==> src/rtl/cdb_arbiter_pkg.sv <==
// Shared core definitions for the common data bus: default widths and the
// broadcast payload seen by the ROB, reservation stations and register file.
package cdb_arbiter_pkg;

   localparam int N_EXU_DEF  = 4;
   localparam int TAG_W_DEF  = 4;
   localparam int CDB_DATA_W = 32;

   typedef struct packed {
      logic [TAG_W_DEF-1:0]  tag;
      logic [CDB_DATA_W-1:0] wdata;
   } cdb_payload_t;

endpackage

==> src/rtl/cdb_rr_arb.sv <==
// Round-robin arbiter: grants the first requester at or after ptr, then moves
// ptr just past the winner so every requester is served within N cycles.
module cdb_rr_arb #(
   parameter int N = 4,
   localparam int IDX_W = (N > 1) ? $clog2(N) : 1
) (
   input  logic             clk,
   input  logic             rst,
   input  logic [N-1:0]     req,
   output logic [N-1:0]     gnt,
   output logic [IDX_W-1:0] gnt_idx
);

   logic [IDX_W-1:0] ptr;
   logic [IDX_W-1:0] scan_idx;
   logic             found;

   // Modular add for off in [0, N]; a single subtraction suffices.
   function automatic logic [IDX_W-1:0] wrap_add(input logic [IDX_W-1:0] base,
                                                  input int unsigned      off);
      int unsigned s;
      s = int'(unsigned'(base)) + off;
      if (s >= N) s = s - N;
      return IDX_W'(s);
   endfunction

   always_comb begin
      gnt      = '0;
      gnt_idx  = '0;
      found    = 1'b0;
      scan_idx = '0;
      for (int k = 0; k < N; k++) begin
         scan_idx = wrap_add(ptr, k);
         if (!found && req[scan_idx]) begin
            found          = 1'b1;
            gnt[scan_idx]  = 1'b1;
            gnt_idx        = scan_idx;
         end
      end
   end

   always_ff @(posedge clk or posedge rst) begin
      if (rst) begin
         ptr <= '0;
      end else if (found) begin
         ptr <= wrap_add(gnt_idx, 1);
      end
   end

endmodule

==> src/rtl/cdb_arbiter.sv <==
// Collects execution-unit results into one-entry buffers and broadcasts one
// result per cycle on the common data bus under round-robin arbitration.
module cdb_arbiter
   import cdb_arbiter_pkg::*;
#(
   parameter int N_EXU = N_EXU_DEF,
   parameter int TAG_W = TAG_W_DEF
) (
   input  logic                        clk,
   input  logic                        rst,
   input  logic [N_EXU-1:0]            exu_req,
   output logic [N_EXU-1:0]            exu_rdy,
   input  logic [N_EXU*TAG_W-1:0]      exu_tag,
   input  logic [N_EXU*CDB_DATA_W-1:0] exu_wdata,
   output logic                        cdb_wr,
   output logic [TAG_W-1:0]            cdb_tag,
   output logic [CDB_DATA_W-1:0]       cdb_wdata
);

   localparam int IDX_W = (N_EXU > 1) ? $clog2(N_EXU) : 1;

   logic [N_EXU-1:0]      vld_q;
   logic [TAG_W-1:0]      tag_q  [N_EXU];
   logic [CDB_DATA_W-1:0] data_q [N_EXU];

   logic [N_EXU-1:0] gnt;
   logic [IDX_W-1:0] gnt_idx;
   logic [N_EXU-1:0] accept;

   cdb_rr_arb #(
      .N (N_EXU)
   ) u_arb (
      .clk     (clk),
      .rst     (rst),
      .req     (vld_q),
      .gnt     (gnt),
      .gnt_idx (gnt_idx)
   );

   // A granted buffer empties this edge, so it may take a new result at once.
   assign exu_rdy = ~vld_q | gnt;
   assign accept  = exu_req & exu_rdy;

   // Buffer stage: valid bits are control and reset; payload is not.
   always_ff @(posedge clk or posedge rst) begin
      if (rst) begin
         vld_q <= '0;
      end else begin
         vld_q <= (vld_q & ~gnt) | accept;
      end
   end

   always_ff @(posedge clk) begin
      for (int i = 0; i < N_EXU; i++) begin
         if (accept[i]) begin
            tag_q[i]  <= exu_tag[i*TAG_W +: TAG_W];
            data_q[i] <= exu_wdata[i*CDB_DATA_W +: CDB_DATA_W];
         end
      end
   end

   // Broadcast stage: payload holds its last value when the bus is idle.
   always_ff @(posedge clk or posedge rst) begin
      if (rst) begin
         cdb_wr    <= 1'b0;
         cdb_tag   <= '0;
         cdb_wdata <= '0;
      end else begin
         cdb_wr <= |vld_q;
         if (|vld_q) begin
            cdb_tag   <= tag_q[gnt_idx];
            cdb_wdata <= data_q[gnt_idx];
         end
      end
   end

endmodule

==> config.mk <==
export PLATFORM = sky130hd
export DESIGN_NAME = cdb_arbiter
export DESIGN_NICKNAME = d
export VERILOG_FILES = /design/src/rtl/cdb_arbiter_pkg.sv /design/src/rtl/cdb_rr_arb.sv /design/src/rtl/cdb_arbiter.sv
export SDC_FILE = /design/constraint.sdc
export NUM_CORES = 1
export LEC_CHECK = 0
export CORE_MARGIN = 10
export CORE_UTILIZATION = 45
export DETAILED_ROUTE_END_ITERATION = 12
export DONT_BUFFER_PORTS = 1
export PLACE_DENSITY_LB_ADDON = 0.08
export SYNTH_ARGS = -nofsm -noshare
export SYNTH_HDL_FRONTEND = slang
export SYNTH_HIERARCHICAL = 1
export SYNTH_SLANG_ARGS = --single-unit
==> constraint.sdc <==
create_clock -name clk -period 7.6 [get_ports clk]
set_input_delay 0.76 -clock clk [delete_from_list [all_inputs] [get_ports clk]]
set_output_delay 0.76 -clock clk [all_outputs]
set_load 0.02 [all_outputs]
; ---- Word-level counts from Yosys, hierarchy flattened
; Memories as Yosys holds them, arrays and structs flattened. A register that Yosys moved wholly into a read port is not among the register bits.
; Index checks and enable logic that the tools add are counted.
[totals]
reg_bits = 7
mem_bits_rw = 144
out_inout_bits = 41
wordCells = 88
memories = 2
[op_classes]
add_sub_neg = 9
order_cmp = 13
muxes = 41
n_bitwise = 9
n_reduce_logical = 11
[mem_list]
columns = memory, depth, width, rd, rd_ports_with_merged_regs, wr, line
row1 = data_q, 4, 32, 1, 1, 4, cdb_arbiter.sv:24  ; logic [CDB_DATA_W-1:0] data_q [N_EXU];
row2 = tag_q, 4, 4, 1, 1, 4, cdb_arbiter.sv:23  ; logic [TAG_W-1:0] tag_q [N_EXU];
[op_table]
columns = op, n
row1 = $mux W1, 20
row2 = $or A4 B4 Y4, 5
row3 = $mux W2, 9
row4 = $mux W4, 4
row5 = $ge A3 B3 Y1 const B, 4
row6 = $lt A2 B3 Y1 const B, 4
row7 = $sub A2 B1 Y2 const B, 5
row8 = $and A4 B4 Y4, 2
row9 = $bmux W1 S2, 4
row10 = $demux W1 S2, 4
row11 = $ge A2 B1 Y1 const B, 4
row12 = $not A4 Y4, 2
row13 = $logic_and A1 B1 Y1, 7
row14 = $add A2 B1 Y3 const B, 2
row15 = $add A2 B2 Y3 const B, 2
row16 = $reduce_or A4 Y1, 1
row17 = $ge A2 B3 Y1 const B, 1
row18 = $logic_not A1 Y1, 3

; ---- Logic depth before layout (Yosys ltp)
; Gate-level depths: netlist of run 1.
[logic_depth]
word_depth = 18
depth_mapped = 12
depth_no_buf = 9

; ---- By module
; Netlist of run 1, hierarchy kept.
[by_module_without_submodules]
columns = mod, n_inst, cells_per_inst, area_each_um2, seq_area_each_um2
row1 = cdb_arbiter, 1, 283, 6830.3, 5350.1
row2 = cdb_rr_arb, 1, 55, 536.8, 50.0

; ---- Worst setup path after synthesis of run 1
; OpenSTA, ideal clock, no wires.
[synth_path]
kind = register to register
start = register u_arb.ptr[0]
end = memory data_q[1][0] (enable)
setup_ns = 0.397
arrival_ns = 3.279
required_time_ns = 7.203
path_slack_ns = 3.925
path_stages_with_launch = 12
n_path_buf = 2
synth_period_minus_slack_ns = 3.675
path_cell_list = dfrtp_1 -> buf_6 -> buf_2 -> inv_1 -> ha_1 -> mux4_2 -> nor3_2 -> and2_1 -> a22oi_1 -> o21ai_1 -> nand2b_1 -> and2_1
[synth_rtl]
columns = element, line
row1 = start: declaration, cdb_rr_arb.sv:14  ; logic [IDX_W-1:0] ptr;
row2 = start signal: assignment, cdb_rr_arb.sv:46  ; ptr <= wrap_add(gnt_idx, 1);
row3 = end: declaration, cdb_arbiter.sv:24

==> impl_metrics.py, run 1 <==
metrics = {
    "sta": {
        "worst_pin_slew_ps": 1100,
        "period_share_pct": 53.7,
        "final-hold-violation-count": 0,
        "grt_setup_unrepaired": "no",
        "fin_setup_tns_ps": 0,
        "max-slew-margin-rel_pct": 26.8,
        "skew_ps": 9.77,
        "clock.fmax_mhz": 245,
        "slew_viol_final": 0,
        "setup_violations": 0,
        "finalCriticalPeriod_ps": 4080,
    },
    "cts": {
        "cts_buffers": 17,
        "postCtsHoldBufs": 0,
        "cts_num_sinks": 187,
        "clk_pin_slew_ps": 70,
        "htree_num_levels": 4,
        "cts-resized-gates": 0,
        "cts_buffer_depth": 2,
        "cts_tree": "done",
        "clkLatencyLatePin_ps": 430,
        "post_cts.repair.setup_buffers": 0,
        "root_buffer": "clkbuf_16",
    },
    "routing": {
        "drt_iter0_drc": 188,
        "wirelength_um": 16400,
        "routedWlPerCell_um": 28.1,
        "num_vias": 3278,
        "post-route-drc-count": 0,
        "viasPerCell": 5.62,
        "drt-pass1-iter-count": 4,
        "detail-route-antenna-nets": 0,
    },
    "synth": {
        "synth-edff-count": 144,
        "seq_area_frac_synth_pct": 73.3,
        "yosys_most_used_dff": "edfxtp_1",
        "syn_area_per_cell_um2": 21.8,
        "async_reset_ff_share_pct": 23.0,
        "synth_cell_types": 32,
        "syn_nets": 494,
        "yosysWarnings": 6,
        "syn_area_mm2": 0.00737,
        "synth-seq-cells": 187,
        "netlist_instances": 338,
    },
    "power": {
        "total_power_mw": 4.20,
        "vdd_drop_max_uv": 454,
        "pwr_density_cell_mw_per_mm2": 517,
        "leakagePower_nw": 2.78,
    },
    "die": {
        "die_w_um": 148,
        "rows": 46,
        "io_pins": 191,
        "die_h_um": 148,
        "dieArea_mm2": 0.0219,
        "start_util_pct": 46.2,
        "fp.coreArea_mm2": 0.0159,
    },
    "grt": {
        "grt_pass1_vias": 3638,
        "use_met2_pct": 24.1,
        "antenna_found_initial": 11,
        "grt_overflow": 0,
        "grt.busiest_layer": "met2",
        "grt_usage_pct": 15.3,
        "grt_util_met3_pct": 9.34,
        "grt_max_degree": 42,
        "grt_use_met1_pct": 17.1,
        "grt_pass1_wl_um": 24000,
    },
    "final_layout": {
        "fillCellCount": 1292,
        "fin_nets": 501,
        "drive_gt1_share_pct": 30.2,
        "stdcell_area_mm2": 0.00813,
        "finish.utilization_pct": 51.0,
        "syn_to_final_growth_pct": 10.3,
    },
    "placement": {
        "postPlaceCellArea_mm2": 0.00753,
        "place_hpwl_um": 10400,
        "io_buffers": 0,
        "gp_congestion": 0.765,
    },
    "critical_path": {
        "worst_path_largest_cell_delay_ps": 900,
        "cp-start-kind": "flip-flop",
        "cp_cell_sequence": "inv_1 -> ha_1 -> mux4_2 -> nor3_2 -> and2_1 -> a22oi_1 -> o21ai_1 -> or2b_1 -> and2_2",
        "cp_max_fo": 36,
        "arrival_ps": 4130,
        "cpMaxStageDelayCell": "and2_2",
        "critPathRequiredTime_ps": 7640,
        "end_kind": "flip-flop",
        "timing.critical_path.buf_inv": 1,
        "worst_path_dominant_cell_family": "simple AND/OR/NAND/NOR gates",
        "critical_path_class": "flip-flop to flip-flop",
    },
    "run_status": {
        "status": "completed",
    },
    "worst_hold_path": {
        "hold_class": "primary input to async pin",
    },
    "job": {
        "maxCapViolCount": 0,
    },
}
==> worst register-to-register path, cell delays in order (launching register included) <==
cell and delay, ps:
dfrtp_1 730, inv_1 180, ha_1 420, mux4_2 460
nor3_2 230, and2_1 220, a22oi_1 100, o21ai_1 120
or2b_1 280, and2_2 900
==> synth_stat cells, types with 3 or more instances <==
library cell / count / area, um^2
ha_1: 6 / 75.1
o21ai_1: 5 / 25.0
dfrtp_1: 43 / 1080
buf_6: 10 / 113
mux4_2: 26 / 586
inv_1: 6 / 22.5
nand2b_1: 7 / 43.8
mux2_4: 3 / 45.0
and2_1: 5 / 31.3
mux2_2: 34 / 383
edfxtp_1: 144 / 4320
clkbuf_1: 3 / 11.3
mux4_1: 14 / 368
a22oi_1: 9 / 67.6
==> worst paths after layout <==
kind,slack [ps],startpoint,depth (start not counted),to
max in group asynchronous,6480,rst,1,cdb_wdata[17]$_DFFE_PP0P_
setup reg to reg,3520,u_arb/ptr[0]$_DFFE_PP0P_,9,data_q[2][15]$_DFFE_PP_
setup / recovery,3520,u_arb/ptr[0]$_DFFE_PP0P_,9,data_q[2][15]$_DFFE_PP_
min in group clk,420,exu_wdata[119],0,data_q[3][23]$_DFFE_PP_
hold reg to reg,670,cdb_wdata[17]$_DFFE_PP0P_,1,cdb_wdata[17]$_DFFE_PP0P_
hold / removal,70,rst,1,u_arb/ptr[1]$_DFFE_PP0P_
==> state kept, by name, summed over array words and instances, names as in the netlist <==
signal,count
cdb_wr,1
u_arb/ptr,2
cdb_tag,4
cdb_wdata,32
vld_q,4
data_q,128
tag_q,16
==> placed cells by master, fill, tap and decap left out, types with 2 or more instances in the layout <==
cell type / instances
buf_4: 3
a221oi_1: 2
a22oi_1: 9
ha_1: 6
clkbuf_16: 17
mux4_2: 26
clkinv_2: 3
inv_1: 5
a21oi_1: 2
mux4_1: 14
mux2_4: 3
nand2b_1: 7
mux2i_1: 2
and2_2: 4
dfrtp_1: 43
inv_6: 6
edfxtp_1: 144
o21ai_1: 5
inv_8: 2
diode_2: 9
nor4_4: 2
mux2_2: 34
==> through the flow <==
| stage | instances | setup slack [ps] | hold WS [ps] |
|---|---|---|---|
| after global placement | 542 | 3640 | 505 |
| after detailed placement | 542 | 3490 | 513 |
| after global routing | 579 | 3130 | 42.9 |
| after floorplan | 338 | 3920 | 501 |
| after CTS | 574 | 3460 | 49.6 |
| final | 583 | 3520 | 71.0 |
==> layer usage <==
| metal | vias to the layer above | wire (um) |
|---|---|---|
| met5 | - | 13 |
| met4 | 2 | 239 |
| met3 | 19 | 1760 |
| met2 | 149 | 7950 |
| met1 | 1693 | 6390 |
| li1 | 1415 | - |
==> area by class of cell <==
cell class              count  area (um^2)  share of cell area (%)
flip-flops and latches    187         5400                    66.4
multi-input cells         130         1820                    22.4
clock buffers              18          439                    5.40
well taps                 216          270                    3.33
clock inverters            14          133                    1.63
repair buffers              3         22.5                   0.277
inverters                   6         22.5                   0.277
diodes                      9         22.5                   0.277
==> power breakdown <==
| part | leakage [nW] | total [mW] | switching [mW] | internal, mW |
|---|---|---|---|---|
| clock | 0.288 | 0.866 | 0.397 | 0.469 |
| combinational | 0.664 | 1.48 | 0.729 | 0.751 |
| sequential | 1.83 | 1.86 | 0.308 | 1.55 |
| total | 2.78 | 4.20 | 1.43 | 2.77 |
==> cell families after synthesis <==
kind of cell,share of synthesized area [%]
AOI/OAI and AO/OA,2.05
adders and majority gates,1.02
buffers and inverters,2.12
DFF,73.3
muxes,19.0
and+or+nand+nor,2.48
Power figures use the tool's default switching activity.
==> inputs of run 2 (changes only) <==
==> constraint.sdc (replaced) <==
create_clock -name clk -period 4.14 [get_ports clk]
set_input_delay 0.414 -clock clk [delete_from_list [all_inputs] [get_ports clk]]
set_output_delay 0.414 -clock clk [all_outputs]
set_load 0.02 [all_outputs]
==> run 2 against run 1 <==
Sequential power is 82% higher. Flip-flop and latch count stayed put. Clock skew is 4.3 ps higher. Wire length is 2.8% higher.
==> impl_metrics.py, run 2 (synthesis gave the netlist of run 1 again) <==
metrics = {
    "run_status": {
        "status": "completed",
    },
    "critical_path": {
        "cp_cell_sequence": "inv_1 -> ha_1 -> mux4_2 -> nor3_2 -> and2_1 -> a22oi_1 -> o21ai_1 -> nand2b_1 -> and2_2 -> buf_12",
        "r2r_slack_ps": 480,
        "worst_path_largest_cell_delay_ps": 610,
        "end_kind": "flip-flop",
        "worst_path_dominant_cell_family": "simple AND/OR/NAND/NOR gates",
        "cpMaxStageDelayCell": "dfrtp_1",
        "arrival_ps": 3790,
        "cp-start-kind": "flip-flop",
        "timing.critical_path.buf_inv": 2,
        "critPathRequiredTime_ps": 4270,
        "cp_max_fo": 19,
        "critical_path_class": "flip-flop to flip-flop",
    },
    "placement": {
        "place_hpwl_um": 11200,
        "io_buffers": 0,
        "dp_slack_ps": 426,
        "gp_congestion": 0.779,
        "postPlaceCellArea_mm2": 0.00763,
        "dp.cells": 550,
    },
    "sta": {
        "skew_ps": 14.0,
        "fin_setup_tns_ps": 0,
        "period_share_pct": 88.4,
        "fin_ws_ps": 480,
        "max-slew-margin-rel_pct": 30.5,
        "grt_setup_unrepaired": "no",
        "final-hold-violation-count": 0,
        "clock.fmax_mhz": 273,
        "worst_pin_slew_ps": 1040,
        "finalCriticalPeriod_ps": 3660,
        "holdWs_ps": 79.3,
        "slew_viol_final": 0,
        "setup_violations": 0,
    },
    "power": {
        "sequentialPowerShare_pct": 42.5,
        "switching_power_mw": 2.73,
        "switching_share_pct": 34.2,
        "clock_power_share_pct": 21.2,
        "comb_power_share_pct": 36.3,
        "pwr_density_cell_mw_per_mm2": 962,
        "leakagePower_nw": 2.84,
        "vdd_drop_max_uv": 487,
        "intPower_mw": 5.24,
    },
    "routing": {
        "wl_met1_um": 6480,
        "wl_met3_um": 1970,
        "detail-route-antenna-nets": 0,
        "drt_iter0_drc": 150,
        "highest_layer": "met4",
        "wirelength_um": 16800,
        "drt-pass1-iter-count": 4,
        "routedWlPerCell_um": 28.6,
        "num_vias": 3319,
        "post-route-drc-count": 0,
        "viasPerCell": 5.64,
        "wl_met2_um": 8200,
    },
    "cts": {
        "clk_pin_slew_ps": 70,
        "cts_num_sinks": 187,
        "clkLatencyLatePin_ps": 420,
        "cts_buffers": 17,
        "cts_buffer_depth": 2,
        "cts_tree": "done",
        "root_buffer": "clkbuf_16",
        "htree_num_levels": 4,
    },
    "final_layout": {
        "fillCellCount": 1280,
        "fin_nets": 510,
        "final_cell_mix": "edfxtp_1 (144), dfrtp_1 (43), mux2_2 (34), mux4_2 (26), clkbuf_16 (17)",
        "largest_register_ffs": 128,
        "syn_to_final_growth_pct": 12.4,
        "regMostFlops": "data_q",
        "drive_gt1_share_pct": 31.9,
        "final_common_cell": "edfxtp_1",
        "final_cell_count_no_fill": 588,
        "stdcell_area_mm2": 0.00828,
        "largestRegisters": "data_q x128, cdb_wdata x32, tag_q x16",
    },
    "grt": {
        "grt_max_degree": 42,
        "grt_overflow": 0,
        "grt_usage_pct": 15.4,
        "antenna_found_initial": 7,
        "grt_pass1_vias": 3561,
        "grt_pass1_wl_um": 24300,
    },
    "die": {
        "die_h_um": 148,
        "start_util_pct": 46.2,
        "die_w_um": 148,
        "rows": 46,
        "fp.coreArea_mm2": 0.0159,
        "dieArea_mm2": 0.0219,
        "io_pins": 191,
    },
    "worst_hold_path": {
        "hold_class": "primary input to flip-flop",
    },
    "job": {
        "maxCapViolCount": 0,
    },
}
run 2: cell types whose count changed in the layout (fill, tap and decap cells not counted):
| cell | before | now |
|---|---|---|
| buf_12 | 0 | 3 |
| buf_4 | 3 | 8 |
| bufinv_16 | 1 | 2 |
| clkbuf_8 | 1 | 0 |
| clkinv_1 | 1 | 0 |
| clkinv_2 | 3 | 0 |
| clkinv_8 | 0 | 2 |
| clkinvlp_4 | 0 | 3 |
| diode_2 | 9 | 5 |
| dlygate4sd3_1 | 0 | 1 |
| inv_6 | 6 | 1 |
| inv_8 | 2 | 6 |
run 2: final cells by class:
| cell class | instances | area (um^2) | area share [%] |
|---|---|---|---|
| Clock inverter | 15 | 200 | 2.42 |
| Timing Repair Buffer | 12 | 130 | 1.57 |
| Sequential cell | 187 | 5400 | 65.2 |
| Antenna cell | 5 | 12.5 | 0.151 |
| Clock buffer | 17 | 425 | 5.14 |
| Multi-Input combinational cell | 130 | 1820 | 22.0 |
| Tap cell | 216 | 270 | 3.26 |
| Inverter | 6 | 22.5 | 0.272 |
run 2: path summary, 6_finish.rpt:
path                                                from                         to  depth (start not counted)
worst max-delay path            u_arb/ptr[1]$_DFFE_PP0P_    data_q[1][29]$_DFFE_PP_                         10
worst min-delay path                       exu_wdata[57]    data_q[1][25]$_DFFE_PP_                          0
worst max register to register  u_arb/ptr[1]$_DFFE_PP0P_    data_q[1][29]$_DFFE_PP_                         10
worst min register to register   data_q[0][26]$_DFFE_PP_  cdb_wdata[26]$_DFFE_PP0P_                          2
max in group asynchronous                            rst         vld_q[0]$_DFF_PP0_                          1
min in group asynchronous                            rst   cdb_wdata[9]$_DFFE_PP0P_                          1
run 2: power groups by stage:
stage	registers, mW	clock network, mW	logic (mW)
6_report	3.38	1.69	2.89
5_1_grt	3.46	1.81	3.13
3_5_place_dp	3.44	0	2.95
4_1_cts	3.40	1.74	2.96
2_1_floorplan	3.29	0	2.38
3_3_place_gp	3.41	0	2.90
run 2: layer usage:
metal,global-route usage (%),up-vias
li1,-,1423
met1,17.8,1723
met2,24.1,159
met3,9.10,14
met4,3.47,0
met5,0,-
run 2: what timing repair did:
action	CTS	global route
hold buffers	1	0
resized for setup	0	0
hold endpoints to repair	2	0
buffers inserted	0	0
run 2: stage by stage:
step / util (%) / power, mW
finish: 51.9 / 7.97
global route: 51.9 / 8.40
CTS: 51.9 / 8.10
detailed placement: 47.9 / 6.39
global placement: 47.9 / 6.32
floorplan: - / 5.67
==> inputs of run 3 (changes only) <==
==> constraint.sdc (replaced) <==
create_clock -name clk -period 4.32 [get_ports clk]
set_input_delay 0.432 -clock clk [delete_from_list [all_inputs] [get_ports clk]]
set_output_delay 0.432 -clock clk [all_outputs]
set_load 0.02 [all_outputs]
==> run 3 against run 2 <==
Non-clock buffer count fell by 2. Combinational power fell by 4%. Critical endpoint is now data_q[2][9]$_DFFE_PP_. Flip-flop and latch count did not move. Clock skew fell by 6.6 ps. Total power fell by 5.6%. Largest power group unchanged. Clock power fell by 12%. Die area did not move. Largest cell class unchanged.
==> impl_metrics.py, run 3 (synthesis gave the netlist of run 1 again) <==
metrics = {
    "cts": {
        "cts-resized-gates": 0,
        "cts_tree": "done",
        "post_cts.repair.setup_buffers": 0,
        "cts_num_sinks": 187,
        "postCtsHoldBufs": 1,
        "cts_buffers": 17,
        "clk_pin_slew_ps": 70,
        "clkLatencyLatePin_ps": 420,
        "cts_buffer_depth": 2,
        "htree_num_levels": 4,
        "root_buffer": "clkbuf_16",
    },
    "grt": {
        "grt_util_met3_pct": 8.46,
        "grt_pass1_vias": 3641,
        "grt_usage_pct": 15.6,
        "grt.busiest_layer": "met2",
        "grt_overflow": 0,
        "antenna_found_initial": 10,
        "grt_use_met1_pct": 17.8,
        "grt_max_degree": 42,
        "use_met2_pct": 25.1,
        "grt_pass1_wl_um": 24600,
    },
    "sta": {
        "clock.fmax_mhz": 266,
        "finalCriticalPeriod_ps": 3760,
        "fin_setup_tns_ps": 0,
        "slew_viol_final": 0,
        "period_share_pct": 87.0,
        "worst_pin_slew_ps": 1050,
        "max-slew-margin-rel_pct": 30.2,
        "final-hold-violation-count": 0,
        "skew_ps": 7.43,
        "grt_setup_unrepaired": "no",
        "holdWs_ps": 97.4,
        "setup_violations": 0,
    },
    "critical_path": {
        "critPathRequiredTime_ps": 4440,
        "arrival_ps": 3880,
        "r2r_slack_ps": 560,
        "cp-start-kind": "flip-flop",
        "cpMaxStageDelayCell": "dfrtp_1",
        "end_kind": "flip-flop",
        "cp_max_fo": 20,
        "worst_path_largest_cell_delay_ps": 650,
        "critical_path_class": "flip-flop to flip-flop",
        "cp_cell_sequence": "inv_1 -> ha_1 -> mux4_2 -> nor3_2 -> and2_1 -> a22oi_1 -> o21ai_1 -> or2b_1 -> and2_2 -> buf_12",
    },
    "routing": {
        "detail-route-antenna-nets": 0,
        "drt_iter0_drc": 204,
        "viasPerCell": 5.57,
        "routedWlPerCell_um": 28.5,
        "post-route-drc-count": 0,
        "num_vias": 3291,
        "drt-pass1-iter-count": 4,
        "wirelength_um": 16800,
    },
    "die": {
        "die_h_um": 148,
        "rows": 46,
        "io_pins": 191,
        "die_w_um": 148,
        "fp.coreArea_mm2": 0.0159,
        "dieArea_mm2": 0.0219,
        "start_util_pct": 46.2,
    },
    "power": {
        "vdd_drop_max_uv": 414,
        "total_power_mw": 7.52,
        "pwr_density_cell_mw_per_mm2": 911,
        "leakagePower_nw": 2.82,
    },
    "placement": {
        "place_hpwl_um": 11300,
        "postPlaceCellArea_mm2": 0.00765,
        "io_buffers": 0,
        "gp_congestion": 0.804,
    },
    "final_layout": {
        "drive_gt1_share_pct": 30.7,
        "final_cell_mix": "edfxtp_1 (144), dfrtp_1 (43), mux2_2 (34), mux4_2 (26), clkbuf_16 (17)",
        "final_common_cell": "edfxtp_1",
        "largest_register_ffs": 128,
        "largestRegisters": "data_q x128, cdb_wdata x32, tag_q x16",
        "stdcell_area_mm2": 0.00825,
        "syn_to_final_growth_pct": 12.0,
        "fillCellCount": 1287,
        "fin_nets": 508,
        "regMostFlops": "data_q",
    },
    "job": {
        "maxCapViolCount": 0,
    },
    "run_status": {
        "status": "completed",
    },
    "worst_hold_path": {
        "hold_class": "primary input to flip-flop",
    },
}
-- run 3: cell count changes in the layout (fill, tap and decap cells not counted), sizes merged --
cell and delta:
buf -2, bufinv -1, clkbuf +4, clkinvlp -1, diode +5, inv -2
-- run 3: per-stage QoR --
stage,setup slack [ps],instances,utilization (%)
2_1_floorplan,645,338,-
4_1_cts,551,581,51.6
3_3_place_gp,754,548,48.0
6_report,563,591,51.7
5_1_grt,375,586,51.7
3_5_place_dp,575,548,48.0
-- run 3: area by class of cell --
class	count	area [um^2]	share of cell area [%]
Clock buffer	21	450	5.46
Inverter	6	22.5	0.273
Tap cell	216	270	3.28
Antenna cell	10	25.0	0.303
Multi-Input combinational cell	130	1820	22.0
Sequential cell	187	5400	65.5
Clock inverter	11	110	1.33
Timing Repair Buffer	10	153	1.85
-- run 3: routing by layer --
metal | vias to the layer above | part of all wire, %
li1 | 1436 | -
met1 | 1698 | 39
met2 | 146 | 50
met3 | 9 | 10
met4 | 2 | 0.64
met5 | - | 0.077
-- run 3: worst paths after layout --
kind                                                 from                        end  cells after the start
worst min-delay path                        exu_wdata[59]    data_q[1][27]$_DFFE_PP_                      0
worst min register to register  cdb_wdata[12]$_DFFE_PP0P_  cdb_wdata[12]$_DFFE_PP0P_                      1
worst max register to register   u_arb/ptr[1]$_DFFE_PP0P_     data_q[2][9]$_DFFE_PP_                     10
max in group asynchronous                             rst  cdb_wdata[17]$_DFFE_PP0P_                      1
min in group asynchronous                             rst         vld_q[2]$_DFF_PP0_                      1
worst max-delay path             u_arb/ptr[1]$_DFFE_PP0P_     data_q[2][9]$_DFFE_PP_                     10
-- run 3: power breakdown --
| part | total (mW) | internal (mW) | switching (mW) |
|---|---|---|---|
| Sequential | 3.24 | 2.71 | 0.530 |
| Clock | 1.49 | 0.821 | 0.672 |
| Combinational | 2.78 | 1.46 | 1.33 |
| Total | 7.52 | 4.99 | 2.53 |
-- run 3: critical path: cells and delay by family, from the launching register on --
| kind | cells | cell delay (ps) |
|---|---|---|
| mux | 1 | 470 |
| simple gates | 4 | 1280 |
| buf+inv | 2 | 430 |
| compound gates | 2 | 180 |
| fa+ha+maj | 1 | 410 |
| flops | 1 | 650 |
